$ cat config.mk
export PLATFORM = sky130hd
export DESIGN_NAME = ram16_delay_line
export DESIGN_NICKNAME = d
export VERILOG_FILES = /design/src/rtl/ram16_delay_pkg.sv /design/src/rtl/ram16_delay_ctrl.sv /design/src/rtl/ram16s1.sv /design/src/rtl/ram16_delay_line.sv
export SDC_FILE = /design/constraint.sdc
export NUM_CORES = 1
export LEC_CHECK = 0
export CAP_MARGIN = 30
export CORE_ASPECT_RATIO = 0.8
export CORE_UTILIZATION = 38
export DETAILED_ROUTE_END_ITERATION = 8
export PLACE_DENSITY = 0.62
export SLEW_MARGIN = 20
export SYNTH_ARGS = -nofsm -noshare
export SYNTH_HDL_FRONTEND = slang
export SYNTH_SLANG_ARGS = --single-unit
$ cat constraint.sdc
create_clock -name CLK -period 2.35 [get_ports CLK]
set_input_delay 0.47 -clock CLK [delete_from_list [all_inputs] [get_ports CLK]]
set_output_delay 0.47 -clock CLK [all_outputs]
set_load 0.01 [all_outputs]
$ cat src/rtl/ram16_delay_pkg.sv
// Shared constants for the RAM16-based programmable delay line.
// Pointer/fill widths, storage depth and the longest supported delay.
// Helper computes the fill level at which the line is full for a given LEN.
package ram16_delay_pkg;

    localparam int PTR_W     = 4;
    localparam int FILL_W    = 5;
    localparam int DEPTH     = 16;
    localparam int MAX_DELAY = 16;

    // Fill level that marks a full line: LEN+1 samples held.
    function automatic logic [FILL_W-1:0] fill_target(input logic [PTR_W-1:0] len);
        return FILL_W'({1'b0, len}) + FILL_W'(1);
    endfunction

endpackage

$ cat src/rtl/ram16_delay_ctrl.sv
// Delay-line control: pointer, fill counter, registered LEN and restart detect.
// Latency: state updates on the CLK rising edge; dv/restart decode combinationally.
// Backpressure: CE=0 freezes all state. Ports: CLK, RESETN, CE, LEN -> ptr, restart, dv.
module ram16_delay_ctrl
    import ram16_delay_pkg::*;
(
    input  logic             CLK,
    input  logic             RESETN,
    input  logic             CE,
    input  logic [PTR_W-1:0] LEN,
    output logic [PTR_W-1:0] ptr,
    output logic             restart,
    output logic             dv
);

    logic [PTR_W-1:0]  len_q,  len_d;
    logic [PTR_W-1:0]  ptr_q,  ptr_d;
    logic [FILL_W-1:0] fill_q, fill_d;
    logic [FILL_W-1:0] fill_full;

    assign fill_full = fill_target(len_q);
    // Any change of LEN throws away the line contents and refills from empty.
    assign restart   = (LEN != len_q);

    always_comb begin
        len_d  = len_q;
        ptr_d  = ptr_q;
        fill_d = fill_q;
        if (restart) begin
            len_d  = LEN;
            ptr_d  = '0;
            fill_d = '0;
        end else if (CE) begin
            ptr_d  = (ptr_q == len_q) ? '0 : ptr_q + PTR_W'(1);
            fill_d = (fill_q == fill_full) ? fill_q : fill_q + FILL_W'(1);
        end
    end

    always_ff @(posedge CLK or negedge RESETN) begin
        if (!RESETN) begin
            len_q  <= '0;
            ptr_q  <= '0;
            fill_q <= '0;
        end else begin
            len_q  <= len_d;
            ptr_q  <= ptr_d;
            fill_q <= fill_d;
        end
    end

    assign ptr = ptr_q;
    assign dv  = (fill_q == fill_full);

endmodule

$ cat src/rtl/ram16s1.sv
// RAM16S1: 16x1 single-port RAM bit slice, combinational read, synchronous write.
// Latency: read is combinational from AD; write lands on the rising CLK edge.
// Backpressure: none; WRE gates the write. Ports: CLK, AD (address), DI, WRE, DO.
module RAM16S1 #(
    parameter logic [15:0] INIT = 16'h0000
) (
    input  logic       CLK,
    input  logic [3:0] AD,
    input  logic       DI,
    input  logic       WRE,
    output logic       DO
);

    // Contents are never reset; they power up at INIT and keep the last write.
    logic [15:0] mem_q = INIT;
    logic [15:0] mem_d;

    always_comb begin
        mem_d = mem_q;
        if (WRE) begin
            mem_d[AD] = DI;
        end
    end

    always_ff @(posedge CLK) begin
        mem_q <= mem_d;
    end

    // Read sees the word before this edge's write (read-before-write).
    assign DO = mem_q[AD];

endmodule

$ cat src/rtl/ram16_delay_line.sv
// Programmable delay line of LEN+1 CE cycles (1..16) built from WIDTH RAM16S1 slices.
// Latency: DO = DI from LEN+1 CE cycles back; LEN+2 with RAM16_DELAY_OREG_EN defined.
// Backpressure: CE=0 holds everything. Ports: CLK, RESETN, CE, LEN, DI -> DO, DV.
module ram16_delay_line
    import ram16_delay_pkg::*;
#(
    parameter int               WIDTH    = 8,
    parameter logic [WIDTH-1:0] INIT_VAL = '0
) (
    input  logic             CLK,
    input  logic             RESETN,
    input  logic             CE,
    input  logic [PTR_W-1:0] LEN,
    input  logic [WIDTH-1:0] DI,
    output logic [WIDTH-1:0] DO,
    output logic             DV
);

    logic [PTR_W-1:0] ptr;
    logic             restart;
    logic             base_dv;
    logic             wre;
    logic [WIDTH-1:0] rd_dat;
    logic [WIDTH-1:0] base_dat;

    ram16_delay_ctrl u_ctrl (
        .CLK     (CLK),
        .RESETN  (RESETN),
        .CE      (CE),
        .LEN     (LEN),
        .ptr     (ptr),
        .restart (restart),
        .dv      (base_dv)
    );

    // A restart edge must not disturb memory, whatever CE says.
    assign wre = CE & ~restart;

    for (genvar b = 0; b < WIDTH; b++) begin : g_slice
        RAM16S1 #(
            .INIT ({DEPTH{INIT_VAL[b]}})
        ) u_ram (
            .CLK (CLK),
            .AD  (ptr),
            .DI  (DI[b]),
            .WRE (wre),
            .DO  (rd_dat[b])
        );
    end

    assign base_dat = base_dv ? rd_dat : '0;

`ifdef RAM16_DELAY_OREG_EN
    logic [WIDTH-1:0] do_q, do_d;
    logic             dv_q, dv_d;

    always_comb begin
        do_d = do_q;
        dv_d = dv_q;
        if (restart) begin
            do_d = '0;
            dv_d = 1'b0;
        end else if (CE) begin
            do_d = base_dat;
            dv_d = base_dv;
        end
    end

    always_ff @(posedge CLK or negedge RESETN) begin
        if (!RESETN) begin
            do_q <= '0;
            dv_q <= 1'b0;
        end else begin
            do_q <= do_d;
            dv_q <= dv_d;
        end
    end

    assign DV = dv_q;
    assign DO = dv_q ? do_q : '0;
`else
    assign DV = base_dv;
    assign DO = base_dat;
`endif

endmodule

* Word-level counts from Yosys, hierarchy flattened
Cells that the tools add are included.
** Word-level totals
- Flip-flop bits (word level) :: 141
- Latch bits :: 0
- Memory bits (writable) :: 0
- Logic and storage cells :: 58
- Input port bits :: 15
- Memories kept :: 0
- Memory bits (read-only) :: 0
** Cells by class
- Bitwise logic cells :: 2
- Reductions and logical operators :: 3
- Eq/ne operators :: 4
- Div/mod/pow operators :: 0
- Mux-type cells :: 33
- Multipliers :: 0
- Add/subtract/negate cells :: 3
- Shifts and indexed selects :: 0
- Magnitude comparators :: 2
** Operator list (count)
- bitwise mux 16 bit :: 8
- binary-select mux 1 bit (select 4 bit) :: 8
- 2-to-1 mux 5 bit :: 3
- 2-to-1 mux 4 bit :: 3
- 2-to-1 mux 1 bit :: 9
- 2-to-1 mux 8 bit :: 1
- adder 4 x 1 -> 5 bit, second input constant :: 1
- adder 5 x 1 -> 5 bit, second input constant :: 1
- equality test 5 bit :: 1
- less-than comparator 4 x 5 -> 1 bit, second input constant :: 1
- adder 4 x 1 -> 4 bit, second input constant :: 1
- demux 1 bit (select 4 bit) :: 1
- equality test 4 bit :: 1
- >= comparator 4 x 1 -> 1 bit, second input constant :: 1
- != test 4 bit :: 1
- != test 2 bit, second input constant :: 1
- AND reduction 2 bit :: 1
- nonzero test 2 bit :: 1
- AND 1 bit :: 1
- logical AND 1 bit :: 1
- NOT 1 bit :: 1

* Longest topological paths before layout
Gate-level depths: netlist of the first run.
- Depth in word-level cells :: 5
- Mapped depth :: 7
- Mapped depth without buffers :: 6

* Hierarchy
Synthesis of the first run repeated with hierarchy kept, for this count alone.
** Second synthesis, totals
- Cell total of the unflattened synthesis :: 475
- Area, all modules :: 6784.0 µm²
** By module, submodules not included
- RAM16S1 :: cells an instance 48, times used 8, area an instance 743.2 µm²
- ram16_delay_ctrl :: cells an instance 82, times used 1, area an instance 782.0 µm²
- ram16_delay_line :: cells an instance 9, times used 1, area an instance 56.3 µm²

* Worst setup path after synthesis of the first run
Ideal clock, no wire load.
- Kind :: register -> output
- Start :: register u_ctrl.ptr_q[1], in the netlist u_ctrl.ptr[1]
- End :: output DO[0]
- Path slack :: -0.059 ns
- Required time :: 1.880 ns
- Stages on the path, launching flop included :: 6
- Arrival :: 1.939 ns
- Cells stage by stage :: dfrtp_1 -> clkbuf_1 -> clkbuf_1 -> mux4_2 -> mux4_2 -> and2_1
** On the way
- Word-level cells in the longest chain between the ends :: 3
** Ends and longest elaborated chain
- from (decl) :: RTL line ram16_delay_ctrl.sv:17 : logic [PTR_W-1:0] ptr_q, ptr_d;
- from (signal assigned) :: RTL line ram16_delay_ctrl.sv:46 : ptr_q <= ptr_d;
- binary-select mux 1 bit (select 4 bit) :: RTL line ram16s1.sv:30 : assign DO = mem_q[AD];
- 2-to-1 mux 1 bit (implied by the code) :: RTL line ram16s1.sv:30
- 2-to-1 mux 8 bit :: RTL line ram16_delay_line.sv:51 : assign base_dat = base_dv ? rd_dat : '0;
- to (decl) :: RTL line ram16_delay_line.sv:15 : output logic [WIDTH-1:0] DO,
Every way passes these cells. The select of a mux whose other input is x is not followed.

* Worst setup path after layout of the first run
- Start :: register u_ctrl.ptr_q[0], in the netlist u_ctrl.ptr[0]
- End :: output DO[5]
Same word-level chain as after synthesis.

==> impl_metrics.json, run 1 <==
{
  "run_status": "complete, but fails checks",
  "violations_in_the_final_reports": "setup timing",
  "floorplan.initialDensity_pct": 39.1,
  "number_of_antenna_violations_at_the_first_check_in_global_routing": 0,
  "postSynthNetCount": 322,
  "worst_pin_slew_ns": 0.712,
  "global_route_wire_length_before_repair_um": 20000,
  "critPathLaunchType": "flop",
  "netlist_area_sq_mm": 0.00591,
  "grt_use_total_pct": 17.7,
  "synth_top_cells_by_area": "sky130_fd_sc_hd__edfxtp_1 65%, sky130_fd_sc_hd__mux4_1 9.8%, sky130_fd_sc_hd__mux4_2 6.9%",
  "floorplan.die.height_um": 114,
  "ys_warnings": 0,
  "overflow_left_after_global_routing": 0,
  "fillers": 1261,
  "wl_per_cell_um": 21.6,
  "post-synth-top-area-fraction_pct": 65.0,
  "fmaxAchievable_mhz": 349,
  "drt_iter0_markers": 323,
  "syn2layout_area_growth_pct": 26.3,
  "gp_congestion": 0.743,
  "min_period_ns": 2.86,
  "synth_top_cells_by_count": "128 x sky130_fd_sc_hd__edfxtp_1, 22 x sky130_fd_sc_hd__mux4_1, 19 x sky130_fd_sc_hd__nor2_1",
  "drc": 0,
  "most_numerous_cell_in_the_yosys_netlist": "sky130_fd_sc_hd__edfxtp_1",
  "timing.slew.headroom_pct": 52.4,
  "post_cts_clock_slew_at_the_launch_and_capture_registers_of_the_worst_setup_and_hold_paths_ns": 0.07,
  "holdBufCountCts": 0,
  "fp.dieArea_sq_mm": 0.0161,
  "io_pins": 24,
  "cts_tree": "built",
  "post-place-cells": 564,
  "power_mw": 5.65,
  "fp-row-count": 40,
  "number_of_flops_mapped_to_enable_cells_by_yosys": 128,
  "synth_async_sr_flop_share_pct": 9.22,
  "clkLatencyLatePin_ns": 0.42,
  "final.setup_skew_ns": 0.00953,
  "die_width_um": 141,
  "worst_slack_ns": -0.515,
  "setup_violations": 9,
  "first_global_vias": 3227,
  "post_synthesis_mean_instance_area_sq_um": 19.6,
  "cts-htree-levels": 4,
  "design.final.nets": 406,
  "cts_made_buffers": 17,
  "register_bit_count_reported_by_yosys": 141,
  "cp_data_arrival_time_ns": 2.39,
  "final.period_utilization_pct": 122,
  "dr_total_vias": 3150,
  "share_of_final_layout_standard_cells_stronger_than_drive_strength_1_pct": 41.0,
  "worst_setup_path_end_kind": "primary output",
  "utilization_pct": 49.4,
  "vias_per_cell": 5.18,
  "cell_type_with_the_largest_total_area_after_synthesis": "sky130_fd_sc_hd__edfxtp_1",
  "cts_root_buf": "sky130_fd_sc_hd__clkbuf_16",
  "finalSetupTns_ns": -4.31,
  "grt_start_max_net_pins": 24,
  "place_hpwl_um": 8470,
  "critical_path.max_fanout": 8,
  "timing.setup.critical_path_class": "reg2out",
  "synth.lib_cells_used.distinct": 32,
  "max_cap_violations": 0,
  "hold_violations": 0,
  "vdd_ir_drop_max_uv": 469,
  "cellLeakagePower_nw": 2.56,
  "p_per_area_mw_per_mm2": 756,
  "cell_count_after_synthesis": 301,
  "place.port_buffers": 23,
  "seq_area_frac_synth_pct": 70.5,
  "number_of_diodes": 0,
  "critical_path_rt_ns": 1.88,
  "grt_setup_unrepaired": "yes",
  "cts-root-to-sink-buffers": 2,
  "detail-route-antenna-nets": 0,
  "hold_path.class": "in2async",
  "maxSlewViolCount": 0,
  "final_standard_cell_count_with_taps_included_and_fillers_excluded": 608,
  "drtPass1Iterations": 4,
  "core_area_sq_mm": 0.0151,
  "cts.sink_count": 141,
  "most_used_flip_flop_cell_after_synthesis": "sky130_fd_sc_hd__edfxtp_1",
  "wl_um": 13200
}
routing by layer:
layer	global-route usage [%]	up-vias	wire, um
li1	-	1378	-
met1	27.2	1659	6560
met2	24.1	98	5670
met3	4.66	15	732
met4	6.45	0	199
met5	0	-	0
per-stage QoR:
step | cell area [sq um] | setup WS (ns) | hold slack (ns)
final | 7470 | -0.515 | 0.471
after global routing | 7470 | -0.560 | 0.518
after CTS | 7450 | -0.569 | 0.494
after detailed placement | 6700 | -0.498 | 0.707
after global placement | 6700 | -0.463 | 0.678
after floorplan | 5920 | 0.0434 | 0.174
layout by cell type, fill, tap and decap left out, types with 4 or more instances in the layout:
master,n
sky130_fd_sc_hd__a21oi_1,6
sky130_fd_sc_hd__and2_4,8
sky130_fd_sc_hd__buf_12,5
sky130_fd_sc_hd__buf_4,47
sky130_fd_sc_hd__buf_6,16
sky130_fd_sc_hd__clkbuf_16,17
sky130_fd_sc_hd__clkdlybuf4s50_1,14
sky130_fd_sc_hd__dfrtp_1,12
sky130_fd_sc_hd__edfxtp_1,128
sky130_fd_sc_hd__ha_1,5
sky130_fd_sc_hd__inv_6,6
sky130_fd_sc_hd__inv_8,4
sky130_fd_sc_hd__mux4_2,38
sky130_fd_sc_hd__nand2_1,12
sky130_fd_sc_hd__nand2b_1,5
sky130_fd_sc_hd__nor2_1,18
sky130_fd_sc_hd__nor3_2,4
sky130_fd_sc_hd__xnor2_1,8
sky130_fd_sc_hd__xor2_1,5
power breakdown:
part	internal [mW]	total (mW)	switching, mW
Sequential	2.74	2.75	0.00554
Combinational	0.108	0.222	0.114
Clock	1.51	2.68	1.16
kinds of logic (layout without fill, tap and decap cells):
| group | after synthesis | in the layout | share of synthesized area [%] |
|---|---|---|---|
| flops | 141 | 141 | 70.5 |
| compound gates | 17 | 17 | 1.97 |
| mux | 42 | 42 | 17.0 |
| simple gates | 59 | 59 | 5.02 |
| fa+ha+maj | 6 | 6 | 1.27 |
| xor+xnor | 13 | 13 | 1.93 |
| buf+inv | 23 | 120 | 2.31 |
repair_timing:
action | CTS | global route
gates resized for setup | 77 | 19
setup buffers | 9 | 1
cloned | 3 | 0
pin swaps | 11 | 6
setup endpoints to repair | 9 | 14
area by class of cell:
type	instances	area (sq um)	share of cell area (%)
Clock buffer	17	425	5.70
Clock inverter	15	168	2.24
Inverter	4	17.5	0.235
Multi-Input combinational cell	137	1620	21.7
Sequential cell	141	4170	55.8
Tap cell	210	263	3.52
Timing Repair Buffer	83	801	10.7
Timing Repair inverter	1	7.51	0.101
worst max-delay path, stage by stage (launching register included):
cell and delay, ns:
sky130_fd_sc_hd__dfrtp_2 0.38, sky130_fd_sc_hd__buf_6 0.13, sky130_fd_sc_hd__buf_12 0.14, sky130_fd_sc_hd__mux4_2 0.55, sky130_fd_sc_hd__mux4_2 0.50, sky130_fd_sc_hd__and2_4 0.16, sky130_fd_sc_hd__buf_6 0.11
state kept, by name, summed over array words and instances, names as in the netlist:
name,cells
u_ctrl.fill_q,5
u_ctrl.ptr,4
g_slice.u_ram.mem_q,128
u_ctrl.len_q,4
path summary, 6_finish.rpt:
| check | start | endpoint | slack [ns] | depth (start not counted) |
|---|---|---|---|---|
| max in group asynchronous | RESETN | u_ctrl.ptr[0] | 1.38 | 1 |
| setup reg to reg | u_ctrl.len_q[0] | g_slice[7].u_ram.mem_q[1] | 0.20 | 8 |
| min in group CLK | LEN[0] | u_ctrl.len_q[0] | 0.55 | 1 |
| hold reg to reg | u_ctrl.fill_q[4] | u_ctrl.fill_q[4] | 0.72 | 3 |
| setup / recovery | u_ctrl.ptr[0] | DO[5] | -0.51 | 6 |
| hold / removal | RESETN | u_ctrl.len_q[3] | 0.47 | 1 |
No activity file was read; power rests on OpenSTA's default activity.
==> inputs of run 2 (changes only) <==
- CORE_MARGIN: not set -> 2
- SETUP_SLACK_MARGIN: not set -> 0.2
- SYNTH_HIERARCHICAL: not set -> 1
==> run 2 against run 1 <==
  * The run still ends with setup timing left
  * Register-to-register slack got worse by 0.15 ns
  * Maximum frequency increased by 4.4%
  * Clock-buffer cell count increased by 1
  * Critical path type unchanged
==> impl_metrics.json, run 2 <==
{
  "cts-root-to-sink-buffers": 2,
  "critical-path-top-delay-family": "compound AO/OA/AOI/OAI gates",
  "violations_in_the_final_reports": "setup timing",
  "clkLatencyLatePin_ns": 0.41,
  "synth_async_sr_flop_share_pct": 9.22,
  "detail-route-antenna-nets": 0,
  "worst_slack_ns": -0.394,
  "min_period_ns": 2.74,
  "worst_setup_path_startpoint": "u_ctrl/len_q[0]",
  "grt_use_total_pct": 15.7,
  "fillers": 1490,
  "drc": 0,
  "most_numerous_cell_in_the_yosys_netlist": "sky130_fd_sc_hd__edfxtp_1",
  "utilization_pct": 50.7,
  "global_route_wire_length_before_repair_um": 22800,
  "number_of_flops_mapped_to_enable_cells_by_yosys": 128,
  "ff2ff_setup_slack_ns": 0.05,
  "final.setup_skew_ns": 0.0103,
  "design_area_sq_mm": 0.00884,
  "synth_top_family_by_area": "simple AND/OR/NAND/NOR gates",
  "share_of_final_layout_standard_cells_stronger_than_drive_strength_1_pct": 36.9,
  "fp-row-count": 43,
  "overflow_left_after_global_routing": 0,
  "critical_path.max_fanout": 4,
  "hold_path.class": "in2reg",
  "final.period_utilization_pct": 117,
  "cts.sink_count": 141,
  "post_synth_and_or_nand_nor_area_fraction_pct": 16.3,
  "timing.setup.critical_path_class": "reg2out",
  "vdd_ir_drop_max_uv": 510,
  "layout.cells.most_common_list": "128 x sky130_fd_sc_hd__edfxtp_1, 82 x sky130_fd_sc_hd__nor2_1, 38 x sky130_fd_sc_hd__buf_4, 26 x sky130_fd_sc_hd__nor3_2, 23 x sky130_fd_sc_hd__mux2i_1",
  "ys_warnings": 6,
  "vias_per_cell": 5.29,
  "grt_start_max_net_pins": 29,
  "gp_congestion": 0.742,
  "number_of_antenna_violations_at_the_first_check_in_global_routing": 0,
  "post-synth-top-area-fraction_pct": 56.7,
  "setup_violations": 9,
  "most_used_flip_flop_cell_after_synthesis": "sky130_fd_sc_hd__edfxtp_1",
  "critical-path-max-stage-delay_ns": 0.42,
  "timing.critical_path.cells": "ha_4 -> nor3b_4 -> o21ai_2 -> a2111oi_4 -> buf_4 -> buf_6 -> buf_6 -> and2_4 -> buf_6",
  "setup.worst_path.end": "DO[5]",
  "cp_data_arrival_time_ns": 2.27,
  "post-place-cells": 741,
  "io_pins": 24,
  "r2r_cells": 7,
  "die_width_um": 153,
  "syn2layout_area_growth_pct": 30.3,
  "cts-htree-levels": 4,
  "timing.slew.headroom_pct": 57.6,
  "postSynthNetCount": 493,
  "run_status": "complete, but fails checks",
  "synth_compound_area_share_pct": 1.59,
  "wl_per_cell_um": 18.1,
  "most_frequent_standard_cell_in_the_layout_excluding_fill_and_tap_cells": "sky130_fd_sc_hd__edfxtp_1",
  "reg.largest.list": "g_slice.u_ram/mem_q x128, u_ctrl/fill_q x5",
  "worst_pin_slew_ns": 0.634,
  "netlist_area_sq_mm": 0.00678,
  "power_mw": 5.80,
  "post_synthesis_mean_instance_area_sq_um": 14.3,
  "synthMuxAreaShare_pct": 15.9,
  "drt_iter0_markers": 306,
  "synth.lib_cells_used.distinct": 35,
  "core_area_sq_mm": 0.0174,
  "drtPass1Iterations": 5,
  "grt_setup_unrepaired": "yes",
  "fmaxAchievable_mhz": 364,
  "regMostFlops": "g_slice.u_ram/mem_q",
  "hold_violations": 0,
  "timing.critical_path.depth": 9,
  "place_hpwl_um": 8400,
  "dp_slack_ns": -0.427,
  "critical_path_rt_ns": 1.88,
  "post_synth_xor_area_fraction_pct": 1.68,
  "cp_common_cell": "sky130_fd_sc_hd__buf_6",
  "design.final.nets": 580,
  "cell_count_after_synthesis": 475,
  "max_cap_violations": 0,
  "place_area_sq_mm": 0.00765,
  "cts_root_buf": "sky130_fd_sc_hd__clkbuf_16",
  "synth_top_cells_by_count": "128 x sky130_fd_sc_hd__edfxtp_1, 98 x sky130_fd_sc_hd__nor2_1, 33 x sky130_fd_sc_hd__nor3_1",
  "slowest_stage": "sky130_fd_sc_hd__a2111oi_4",
  "critical_path_buf_inv_count": 4,
  "r2r_start": "u_ctrl/len_q[3]",
  "floorplan.die.height_um": 124,
  "place.port_buffers": 23,
  "p_per_area_mw_per_mm2": 657,
  "post_cts_clock_slew_at_the_launch_and_capture_registers_of_the_worst_setup_and_hold_paths_ns": 0.06,
  "maxSlewViolCount": 0,
  "cellLeakagePower_nw": 2.88,
  "register_bit_count_reported_by_yosys": 141,
  "hold_slack_ns": 0.384,
  "critPathLaunchType": "flop",
  "synth_top_cells_by_area": "sky130_fd_sc_hd__edfxtp_1 57%, sky130_fd_sc_hd__mux4_1 12%, sky130_fd_sc_hd__nor2_1 5.4%",
  "seq_area_frac_synth_pct": 61.5,
  "finalSetupTns_ns": -2.88,
  "fp.dieArea_sq_mm": 0.0189,
  "adder_cell_share_of_the_synthesized_area_pct": 0.553,
  "min-delay-start": "LEN[0]",
  "cts_made_buffers": 17,
  "dr_total_vias": 4233,
  "final_standard_cell_count_with_taps_included_and_fillers_excluded": 800,
  "floorplan.initialDensity_pct": 38.9,
  "cell_type_with_the_largest_total_area_after_synthesis": "sky130_fd_sc_hd__edfxtp_1",
  "cts_tree": "built",
  "r2r-end": "g_slice[0].u_ram/mem_q[0]",
  "number_of_diodes": 0,
  "largest_register_ff_count": 128,
  "wl_um": 14500,
  "first_global_vias": 4394,
  "worst_setup_path_end_kind": "primary output"
}
==> run 2: changes by cell type after synthesis, sizes merged, moves of 8 or more <==
| cell | change |
|---|---|
| mux2i | +23 |
| buf | +12 |
| or2b | +8 |
| nand3 | +8 |
| mux4 | -8 |
| nor3 | +28 |
| clkbuf | -8 |
| nand3b | +17 |
| nor2 | +79 |
==> run 2: cell type report <==
| class | instances | area [sq um] | share of cell area [%] |
|---|---|---|---|
| clock buffers | 18 | 429 | 4.86 |
| well taps | 225 | 282 | 3.19 |
| repair buffers | 91 | 1030 | 11.7 |
| clock inverters | 14 | 180 | 2.04 |
| inverters | 1 | 3.75 | 0.0425 |
| flip-flops and latches | 141 | 4180 | 47.2 |
| multi-input cells | 310 | 2730 | 30.9 |
==> run 2: cells by family after synthesis <==
family,count (synthesis)
XOR/XNOR,13
multiplexers,56
adder cells (fa/ha/maj),3
AO/OA/AOI/OAI,19
buffers and inverters,24
AND/OR/NAND/NOR,219
flip-flops,141
==> run 2: per-layer routing <==
layer  share of wire (%)  GRT usage [%]
met3                 3.2           3.12
met2                  50           26.1
met5                   0              0
met4                0.63           4.93
met1                  47           21.0
==> run 2: report_power, final <==
part	total (mW)	internal [mW]	switching, mW
registers	2.75	2.74	0.00755
clock network	2.77	1.69	1.07
logic	0.286	0.149	0.138
==> run 2: worst min-delay path by stage <==
stage	end	slack, ns	cells past startpoint
after floorplan	u_ctrl/fill_q[0]	0.17	0
after global placement	u_ctrl/fill_q[3]	0.59	2
after detailed placement	u_ctrl/fill_q[3]	0.60	2
after CTS	u_ctrl/len_q[0]	0.38	1
after global routing	u_ctrl/len_q[0]	0.36	1
final	u_ctrl/len_q[0]	0.38	1
==> run 2: repair_timing <==
| item | 4_1_cts | 5_1_grt |
|---|---|---|
| setup buffers | 14 | 7 |
| hold buffers | 0 | 0 |
| gates resized for setup | 76 | 65 |
| pin swaps | 6 | 20 |
| gates cloned | 4 | 2 |
| setup endpoints to repair | 46 | 104 |
==> inputs of run 3 (changes only) <==
- SYNTH_HIERARCHICAL: 1 -> not set
==> run 3 against run 2 <==
  * The flow still finishes with violations (setup timing)
  * Largest power group is now registers
  * Wire length fell by 11%
  * Die area fell by 12%
  * Sequential power barely moved
  * Sequential share of layout area rose by 7.9 points
  * Clock power fell by 10%
  * Critical path depth fell by 2
  * First-iteration DRC count fell by 15%
  * Highest routed layer unchanged
  * Cell area fell by 14%
  * Power fell by 6.0%
  * Utilization fell by 0.70 points
  * Combinational power fell by 23%
==> impl_metrics.json, run 3 (synthesized netlist as in run 1, its figures left out) <==
{
  "run_status": "complete, but fails checks",
  "violations_in_the_final_reports": "setup timing",
  "gp_congestion": 0.778,
  "grt_setup_unrepaired": "yes",
  "cts.sink_count": 141,
  "clkLatencyLatePin_ns": 0.42,
  "first_global_vias": 3151,
  "hold_violations": 0,
  "fp-row-count": 40,
  "floorplan.die.height_um": 116,
  "critical-path-max-stage-delay_ns": 0.53,
  "reg.largest.list": "g_slice.u_ram.mem_q x128, u_ctrl.fill_q x5",
  "fp.dieArea_sq_mm": 0.0166,
  "largest_register_ff_count": 128,
  "cts_root_buf": "sky130_fd_sc_hd__clkbuf_16",
  "cts_made_buffers": 17,
  "floorplan.initialDensity_pct": 39.1,
  "cp_data_arrival_time_ns": 2.47,
  "cts-htree-levels": 4,
  "grt_start_max_net_pins": 23,
  "final.setup_skew_ns": 0.00780,
  "drtPass1Iterations": 6,
  "drt_iter0_markers": 260,
  "slowest_stage": "sky130_fd_sc_hd__mux4_2",
  "detail-route-antenna-nets": 0,
  "die_width_um": 143,
  "place.port_buffers": 23,
  "fmaxAchievable_mhz": 341,
  "wl_per_cell_um": 20.8,
  "timing.setup.critical_path_class": "reg2out",
  "regMostFlops": "g_slice.u_ram.mem_q",
  "wl_um": 12800,
  "share_of_final_layout_standard_cells_stronger_than_drive_strength_1_pct": 41.4,
  "timing.critical_path.cells": "buf_6 -> buf_12 -> buf_6 -> mux4_2 -> mux4_2 -> and2_4 -> buf_6",
  "syn2layout_area_growth_pct": 27.9,
  "cts_tree": "built",
  "io_pins": 24,
  "vias_per_cell": 5.03,
  "global_route_wire_length_before_repair_um": 19800,
  "worst_setup_path_end_kind": "primary output",
  "cellLeakagePower_nw": 2.60,
  "drc": 0,
  "max_cap_violations": 0,
  "p_per_area_mw_per_mm2": 721,
  "min_period_ns": 2.94,
  "grt_use_total_pct": 17.1,
  "vdd_ir_drop_max_uv": 546,
  "post_cts_clock_slew_at_the_launch_and_capture_registers_of_the_worst_setup_and_hold_paths_ns": 0.06,
  "design.final.nets": 414,
  "critical_path_rt_ns": 1.88,
  "hold_path.class": "in2async",
  "worst_pin_slew_ns": 0.648,
  "fillers": 1255,
  "most_frequent_standard_cell_in_the_layout_excluding_fill_and_tap_cells": "sky130_fd_sc_hd__edfxtp_1",
  "final_standard_cell_count_with_taps_included_and_fillers_excluded": 616,
  "cp_common_cell": "sky130_fd_sc_hd__buf_6",
  "maxSlewViolCount": 0,
  "critical_path.max_fanout": 5,
  "setup_violations": 9,
  "timing.slew.headroom_pct": 56.6,
  "worst_slack_ns": -0.585,
  "final.period_utilization_pct": 125,
  "dr_total_vias": 3099,
  "place_hpwl_um": 8390,
  "critPathLaunchType": "flop",
  "post-place-cells": 570,
  "r2r_cells": 9,
  "core_area_sq_mm": 0.0151,
  "overflow_left_after_global_routing": 0,
  "hold_slack_ns": 0.448,
  "layout.cells.most_common_list": "128 x sky130_fd_sc_hd__edfxtp_1, 47 x sky130_fd_sc_hd__buf_4, 37 x sky130_fd_sc_hd__mux4_2, 23 x sky130_fd_sc_hd__buf_6, 17 x sky130_fd_sc_hd__clkbuf_16",
  "cts-root-to-sink-buffers": 2,
  "number_of_diodes": 0,
  "number_of_antenna_violations_at_the_first_check_in_global_routing": 0
}
## run 3: changes by cell type in the layout (fill, tap and decap cells not counted), sizes merged, moves of 11 or more
cell,delta
nor3,-28
clkbuf,+11
nand3b,-17
nor2,-79
mux2i,-23
## run 3: what timing repair did
action / in CTS / in global routing
resized for setup: 59 / 22
hold buffers: 0 / 0
cloned: 2 / 1
pin swaps: 4 / 6
setup endpoints to repair: 13 / 127
setup buffers: 6 / 5
## run 3: path summary, 6_finish.rpt
| path | from | end | slack [ns] |
|---|---|---|---|
| setup / recovery | u_ctrl.ptr[0] | DO[5] | -0.59 |
| hold / removal | RESETN | u_ctrl.fill_q[2] | 0.45 |
| setup reg to reg | u_ctrl.len_q[1] | u_ctrl.fill_q[2] | 0.31 |
| hold reg to reg | u_ctrl.ptr[2] | u_ctrl.ptr[2] | 0.68 |
| max in group asynchronous | RESETN | u_ctrl.ptr[0] | 1.45 |
| min in group CLK | LEN[3] | u_ctrl.len_q[3] | 0.54 |
## run 3: metrics by stage
step / TNS, ns / cell area [sq um] / total power [mW] / util, % / worst slack (ns)
2_1_floorplan: 0 / 5910 / 2.89 / - / 0.0969
3_3_place_gp: -5.02 / 6750 / 2.99 / 44.6 / -0.493
3_5_place_dp: -6.73 / 6750 / 2.99 / 44.6 / -0.495
4_1_cts: -4.45 / 7420 / 5.50 / 49.1 / -0.640
5_1_grt: -4.87 / 7560 / 5.62 / 50.0 / -0.630
6_report: -4.35 / 7560 / 5.45 / 50.0 / -0.585
## run 3: metal layers
layer,track usage (%),wire length [um]
met2,24.4,5780
met1,25.1,6110
met4,6.67,233
met5,0,0
met3,4.75,698
## run 3: final cells by class
class                   count  area, sq um  share of cell area (%)
clock inverters             2         35.0                   0.463
flip-flops and latches    141         4170                    55.2
multi-input cells         137         1630                    21.6
repair inverters            1         8.76                   0.116
repair buffers             91          907                    12.0
well taps                 210          263                    3.48
inverters                   4         27.5                   0.364
clock buffers              30          514                    6.80
## run 3: worst max-delay path, delay by kind of cell, from the launching register on
family / cells / cell delay (ns)
multiplexers: 2 / 1.02
buffers and inverters: 4 / 0.47
AND/OR/NAND/NOR: 1 / 0.17
flip-flops: 1 / 0.39
## run 3: where the power goes
part	leakage (nW)	switching, mW	total (mW)	internal (mW)
Sequential	1.32	0.00530	2.75	2.75
Combinational	1.01	0.108	0.221	0.113
Clock	0.267	0.915	2.48	1.57
